<file path="config.mk">
export PLATFORM = sky130hd
export DESIGN_NAME = usart_rx_shift_register
export DESIGN_NICKNAME = d
export VERILOG_FILES = /design/src/rtl/usart_rx_shift_register_pkg.sv /design/src/rtl/usart_rx_sampler.sv /design/src/rtl/usart_rx_shift_register.sv
export SDC_FILE = /design/constraint.sdc
export NUM_CORES = 1
export LEC_CHECK = 0
export ABC_AREA = 1
export CAP_MARGIN = 20
export CORE_UTILIZATION = 51
export DETAILED_ROUTE_END_ITERATION = 6
export GPL_TIMING_DRIVEN = 0
export PLACE_DENSITY = 0.75
export RECOVER_POWER = 25
export SLEW_MARGIN = 20
export SYNTH_ARGS = -nofsm -noshare
export SYNTH_HDL_FRONTEND = slang
export SYNTH_HIERARCHICAL = 1
export SYNTH_SLANG_ARGS = --single-unit
</file>
<file path="constraint.sdc">
create_clock -name i_clk -period 2.3 [get_ports i_clk]
set_input_delay 0.46 -clock i_clk [delete_from_list [all_inputs] [get_ports i_clk]]
set_output_delay 0.46 -clock i_clk [all_outputs]
set_load 0.005 [all_outputs]
</file>
<file path="src/rtl/usart_rx_shift_register_pkg.sv">
// Shared USART receiver definitions: frame format encodings, receiver FSM states
// and oversampling ratios.
package usart_defines;

  typedef enum logic [2:0] {
    RX_IDLE   = 3'd0,
    RX_START  = 3'd1,
    RX_DATA   = 3'd2,
    RX_PARITY = 3'd3,
    RX_STOP   = 3'd4
  } rx_state_t;

  localparam logic [2:0] UCSZ_5 = 3'b000;
  localparam logic [2:0] UCSZ_6 = 3'b001;
  localparam logic [2:0] UCSZ_7 = 3'b010;
  localparam logic [2:0] UCSZ_8 = 3'b011;
  localparam logic [2:0] UCSZ_9 = 3'b111;

  localparam logic [1:0] UPM_OFF  = 2'b00;
  localparam logic [1:0] UPM_EVEN = 2'b10;
  localparam logic [1:0] UPM_ODD  = 2'b11;

  localparam logic [4:0] OVS_NORMAL = 5'd16;
  localparam logic [4:0] OVS_DOUBLE = 5'd8;

  // Undefined size codes fall back to 8 data bits.
  function automatic logic [3:0] char_bits(input logic [2:0] ucsz);
    case (ucsz)
      UCSZ_5:  char_bits = 4'd5;
      UCSZ_6:  char_bits = 4'd6;
      UCSZ_7:  char_bits = 4'd7;
      UCSZ_9:  char_bits = 4'd9;
      default: char_bits = 4'd8;
    endcase
  endfunction

endpackage

</file>
<file path="src/rtl/usart_rx_sampler.sv">
// RXD synchroniser plus three-sample majority voter; the vote is flagged valid
// the cycle after the last of the three samples has been captured.
module usart_rx_sampler #(
  parameter int SYNC_STAGES = 2
) (
  input  logic i_clk,
  input  logic i_rst_n,
  input  logic i_rxd,
  input  logic i_sample,
  input  logic i_last_sample,
  output logic rxd_sync,
  output logic voted,
  output logic voted_valid
);

  logic [SYNC_STAGES-1:0] sync_reg;
  logic [2:0]             samples_reg;
  logic                   voted_valid_reg;

  // Synchroniser idles high so reset never looks like a start bit.
  always_ff @(posedge i_clk or negedge i_rst_n) begin
    if (!i_rst_n) begin
      sync_reg        <= '1;
      samples_reg     <= 3'b000;
      voted_valid_reg <= 1'b0;
    end else begin
      sync_reg        <= {sync_reg[SYNC_STAGES-2:0], i_rxd};
      voted_valid_reg <= i_last_sample;
      if (i_sample) samples_reg <= {samples_reg[1:0], sync_reg[SYNC_STAGES-1]};
    end
  end

  assign rxd_sync    = sync_reg[SYNC_STAGES-1];
  assign voted       = (samples_reg[0] & samples_reg[1]) |
                       (samples_reg[0] & samples_reg[2]) |
                       (samples_reg[1] & samples_reg[2]);
  assign voted_valid = voted_valid_reg;

endmodule

</file>
<file path="src/rtl/usart_rx_shift_register.sv">
// USART receive front end: start detection, oversampled bit recovery, character
// assembly with parity/stop checking, and a held output character for the buffer.
module usart_rx_shift_register
  import usart_defines::*;
#(
  parameter int SYNC_STAGES = 2
) (
  input  logic       i_clk,
  input  logic       i_rst_n,
  input  logic       i_baud_tick,
  input  logic       i_rxd,
  input  logic       i_rx_enable,
  input  logic       i_double_speed,
  input  logic [2:0] i_char_size,
  input  logic [1:0] i_parity_mode,
  input  logic       i_rx_buffer_full,
  output logic [8:0] o_shift_register,
  output logic       o_shift_register_valid,
  output logic       o_frame_error,
  output logic       o_parity_error,
  output logic       o_data_overrun
);

  rx_state_t  state_reg, state_next;
  logic [4:0] tick_cnt_reg, tick_cnt_next, ovs, half;
  logic [3:0] nbits_reg, bit_cnt_reg;
  logic [8:0] asm_reg;
  logic       ds_reg, parity_on_reg, parity_odd_reg, xor_reg, pe_pend_reg, armed_reg;
  logic       sample, last_sample, rxd_sync, voted, voted_valid;
  logic       start_detect, start_confirm, data_bit, parity_bit, frame_done;

  usart_rx_sampler #(.SYNC_STAGES(SYNC_STAGES)) u_sampler (
    .i_clk         (i_clk),
    .i_rst_n       (i_rst_n),
    .i_rxd         (i_rxd),
    .i_sample      (sample),
    .i_last_sample (last_sample),
    .rxd_sync      (rxd_sync),
    .voted         (voted),
    .voted_valid   (voted_valid)
  );

  // Tick counter runs 1..OVS per bit, continuously from the detected start edge.
  assign ovs           = ds_reg ? OVS_DOUBLE : OVS_NORMAL;
  assign half          = ovs >> 1;
  assign tick_cnt_next = (tick_cnt_reg >= ovs) ? 5'd1 : tick_cnt_reg + 5'd1;
  assign sample        = i_baud_tick && i_rx_enable && (state_reg != RX_IDLE) &&
                         (tick_cnt_next >= half) && (tick_cnt_next <= half + 5'd2);
  assign last_sample   = sample && (tick_cnt_next == half + 5'd2);

  always_ff @(posedge i_clk or negedge i_rst_n) begin
    if (!i_rst_n) state_reg <= RX_IDLE;
    else          state_reg <= state_next;
  end

  always_comb begin
    state_next    = state_reg;
    start_detect  = 1'b0;
    start_confirm = 1'b0;
    data_bit      = 1'b0;
    parity_bit    = 1'b0;
    frame_done    = 1'b0;
    if (!i_rx_enable) begin
      state_next = RX_IDLE;
    end else begin
      case (state_reg)
        RX_IDLE: if (i_baud_tick && !rxd_sync && armed_reg) begin
          start_detect = 1'b1;
          state_next   = RX_START;
        end
        RX_START: if (voted_valid) begin
          if (voted) begin
            state_next = RX_IDLE;
          end else begin
            start_confirm = 1'b1;
            state_next    = RX_DATA;
          end
        end
        RX_DATA: if (voted_valid) begin
          data_bit = 1'b1;
          if (bit_cnt_reg == nbits_reg - 4'd1)
            state_next = parity_on_reg ? RX_PARITY : RX_STOP;
        end
        RX_PARITY: if (voted_valid) begin
          parity_bit = 1'b1;
          state_next = RX_STOP;
        end
        RX_STOP: if (voted_valid) begin
          frame_done = 1'b1;
          state_next = RX_IDLE;
        end
        default: state_next = RX_IDLE;
      endcase
    end
  end

  always_ff @(posedge i_clk or negedge i_rst_n) begin
    if (!i_rst_n) begin
      tick_cnt_reg           <= 5'd0;
      bit_cnt_reg            <= 4'd0;
      nbits_reg              <= 4'd8;
      asm_reg                <= 9'd0;
      ds_reg                 <= 1'b0;
      parity_on_reg          <= 1'b0;
      parity_odd_reg         <= 1'b0;
      xor_reg                <= 1'b0;
      pe_pend_reg            <= 1'b0;
      armed_reg              <= 1'b1;
      o_shift_register       <= 9'd0;
      o_shift_register_valid <= 1'b0;
      o_frame_error          <= 1'b0;
      o_parity_error         <= 1'b0;
      o_data_overrun         <= 1'b0;
    end else begin
      if (start_detect) begin
        tick_cnt_reg <= 5'd1;
        ds_reg       <= i_double_speed;
      end else if (i_baud_tick && state_reg != RX_IDLE) begin
        tick_cnt_reg <= tick_cnt_next;
      end
      if (start_confirm) begin
        nbits_reg              <= char_bits(i_char_size);
        parity_on_reg          <= i_parity_mode[1];
        parity_odd_reg         <= i_parity_mode[0];
        asm_reg                <= 9'd0;
        bit_cnt_reg            <= 4'd0;
        xor_reg                <= 1'b0;
        pe_pend_reg            <= 1'b0;
        o_data_overrun         <= o_shift_register_valid & i_rx_buffer_full;
        o_shift_register_valid <= 1'b0;
      end
      if (data_bit) begin
        asm_reg[bit_cnt_reg] <= voted;
        bit_cnt_reg          <= bit_cnt_reg + 4'd1;
        xor_reg              <= xor_reg ^ voted;
      end
      if (parity_bit) pe_pend_reg <= parity_odd_reg ? ~(xor_reg ^ voted) : (xor_reg ^ voted);
      // After a break the line must return high before another start is accepted.
      if (rxd_sync) armed_reg <= 1'b1;
      if (frame_done) begin
        o_shift_register       <= asm_reg;
        o_frame_error          <= ~voted;
        o_parity_error         <= pe_pend_reg;
        o_shift_register_valid <= 1'b1;
        armed_reg              <= 1'b0;
      end
      if (!i_rx_enable) begin
        o_shift_register_valid <= 1'b0;
        o_data_overrun         <= 1'b0;
      end
    end
  end

endmodule
</file>
==> results.tsv <==
metric	value	unit
synth.top_cell.area_share	42.8	%
synthAdderAreaFrac	5.58	%
area_delta_synth_final	23.3	%
endpoint_kind	flop	
viasPerCell	4.96	
postSynthAreaPerCell	7.98	um^2
synthTopCellsByArea	dfrtp_1 (43%), nand2_1 (14%), inv_1 (7.3%)	
peakVddDrop	0.373	mV
gp_congestion	0.860	
cp-startpoint	ds_reg	
crit_fanout	6	
synth_edf_count	0	
clk_path_buf_depth	2	
reg2reg_depth	16	
ys_seq_area_share	46.7	%
synth_warnings	6	
synthArstFlopShare	100	%
post_drt_wl_per_cell	12.4	um
worstReg2RegEnd	u_sampler/samples_reg[2]	
worstPathArrival	2560	ps
synth_top_family_by_area	simple AND/OR/NAND/NOR gates	
start_util	52.6	%
drt_iter0_markers	127	
path_buf_inv	4	
crit_slowest_cell	dfrtp_2	
ys_ff_latch	50	
violations	capacitance limit, slew limit, setup timing	
slew_headroom	-0.986	%
grt_max_degree	28	
cts_buffers	5	
vias	2244	
yosys.area.top_type	dfrtp_1	
drv_slew	27	
hold_path.class	flop to flop	
yosysMostFrequentCell	nand2_1	
period_share	101	%
p_leak	1.76	nW
fp.coreArea	0.00511	mm^2
postLayoutCellArea	0.00331	mm^2
place_area	0.00303	mm^2
htreeDepth	2	
cts_sinks	50	
yosys.area_share.simple	26.4	%
clk-insertion-delay-late	300	ps
clock-root-buffer	clkbuf_8	
antenna_found_initial	0	
ys.flop_type	dfrtp_1	
synth-xor-area-share	2.28	%
hold_viol	0	
num_antenna_cells	0	
fp-row-count	26	
chipWidth	74.6	um
fmax	0.430	GHz
yosysUniqueCellTypes	36	
hpwl	3810	um
netlist_area	0.00269	mm^2
track_usage	21.0	%
outcome	complete, but fails checks	
power_density	781	mW/mm^2
critical_path.most_common_cell	nand2_2	
top_level_ports	25	
finalWirelength	5590	um
dr.pass1.iters	4	
worst_pin_slew	1510	ps
clkTransAtPathRegs	90	ps
die_height	74.6	um
required	2530	ps
gr-total-overflow	0	
grt_first_pass_wirelength	8850	um
utilization	64.9	%
synthMuxAreaShare	0.791	%
synthesis.instances	337	
drv_cap	1	
min_from	u_sampler/sync_reg[0]	
cp_num_cells	16	
timing.rr.start	ds_reg	
synth_compound_area_share	8.75	%
criticalPathCategory	flop to flop	
rsz0062_at_grt	true	
worst_clock_skew	6.67	ps
crit_path_start_kind	flop	
timing.setup.tns	-76.0	ps
finalSetupViolCount	3	
ant_nets	0	
whs	362	ps
rrSetupSlack	-30	ps
worst_slack	-25.5	ps
instances_no_fill	452	
slowest_delay	470	ps
min_to	u_sampler/sync_reg[1]	
crit_chain	ha_4 -> nand4_1 -> nand2_2 -> inv_4 -> nand2_4 -> inv_2 -> ha_4 -> inv_2 -> or2_4 -> nand3_2 -> nor2_2 -> nor2_2 -> nand2_2 -> inv_4 -> nand2_2 -> o21ai_1	
drc_errors	0	
hold_depth	0	
cts_tree	built	
drive_gt1_share	18.6	%
grt_pass1_vias	1965	
die_area	0.00557	mm^2
period_needed	2330	ps
synth_common_cells	nand2_1 (99), inv_1 (52), dfrtp_1 (46)	
syn_nets	361	
portBuffers	23	
cpLargestDelayFamily	simple AND/OR/NAND/NOR gates	
layout.nets	405	
dp_cells	431	
-- worst reg2reg max path: stages, from the launching register on --
cell     delay, ps
dfrtp_2        470
ha_4           300
nand4_1        180
nand2_2        150
inv_4           70
nand2_4         60
inv_2           40
ha_4           250
inv_2           40
or2_4          220
nand3_2         80
nor2_2          50
nor2_2          90
nand2_2         80
inv_4           80
nand2_2         50
o21ai_1         70
-- per-layer routing --
metal	vias up	GRT usage, %	routed length (um)
met4	0	6.50	121
met1	1025	28.6	2640
li1	1148	-	-
met2	56	34.2	2670
met5	-	0	0
met3	15	3.88	161
-- stage by stage --
stage	setup slack, ps	total power, mW
2_1_floorplan	10.3	1.55
3_3_place_gp	-657	1.70
3_5_place_dp	-296	1.72
4_1_cts	31.4	2.41
5_1_grt	-182	2.78
6_report	-25.5	2.59
-- report_power, final --
part / switching, mW / internal (mW)
clock network: 0.298 / 0.214
registers: 0.0860 / 0.951
logic: 0.584 / 0.455
-- layout by cell type, fill, tap and decap left out, drive strengths merged --
cell type and instances:
nand2 106, inv 56, dfrtp 46, o21ai 28, nor2 23, clkdlybuf4s50 21
nand3 19, buf 19, ha 12, nand4 7, clkbuf 6, xor2 5
a21oi 5, o22ai 4, dfstp 4, clkinv 4, o31ai 3, nor3 3
xnor2 2, or2 1, o32ai 1, a31oi 1, mux2 1, nand3b 1
o21a 1, mux2i 1, clkinvlp 1, dlygate4sd3 1
-- layout make-up --
type,instances,area (um^2)
Buffer,5,33.8
Clock buffer,5,68.8
Clock inverter,3,21.3
Fill cell,451,1790
Inverter,58,226
Multi-Input combinational cell,224,1270
Sequential cell,50,1260
Tap cell,70,87.6
Timing Repair Buffer,37,349
-- how the worst max path moves through the flow --
stage / endpoint / slack (ps)
4_1_cts: u_sampler/samples_reg[0] / 30
2_1_floorplan: u_sampler/samples_reg[0] / 10
3_5_place_dp: u_sampler/samples_reg[0] / -300
6_report: u_sampler/samples_reg[2] / -30
3_3_place_gp: u_sampler/samples_reg[2] / -660
5_1_grt: u_sampler/samples_reg[1] / -180
-- timing repair --
action                                  in CTS  in global routing
setup buffers                               13                  3
gates resized for setup                     12                 13
hold buffers                                 0                  0
endpoints found under the setup margin       4                  4
pin swaps                                   11                 11
-- cells by family (layout without fill, tap and decap cells) --
group / after synthesis / in the layout
adders and majority gates: 12 / 12
AOI/OAI and AO/OA: 43 / 43
and+or+nand+nor: 160 / 160
buffers and inverters: 63 / 108
muxes: 2 / 2
xor gates and xnor gates: 7 / 7
DFF: 50 / 50
Power figures use the tool's default switching activity.
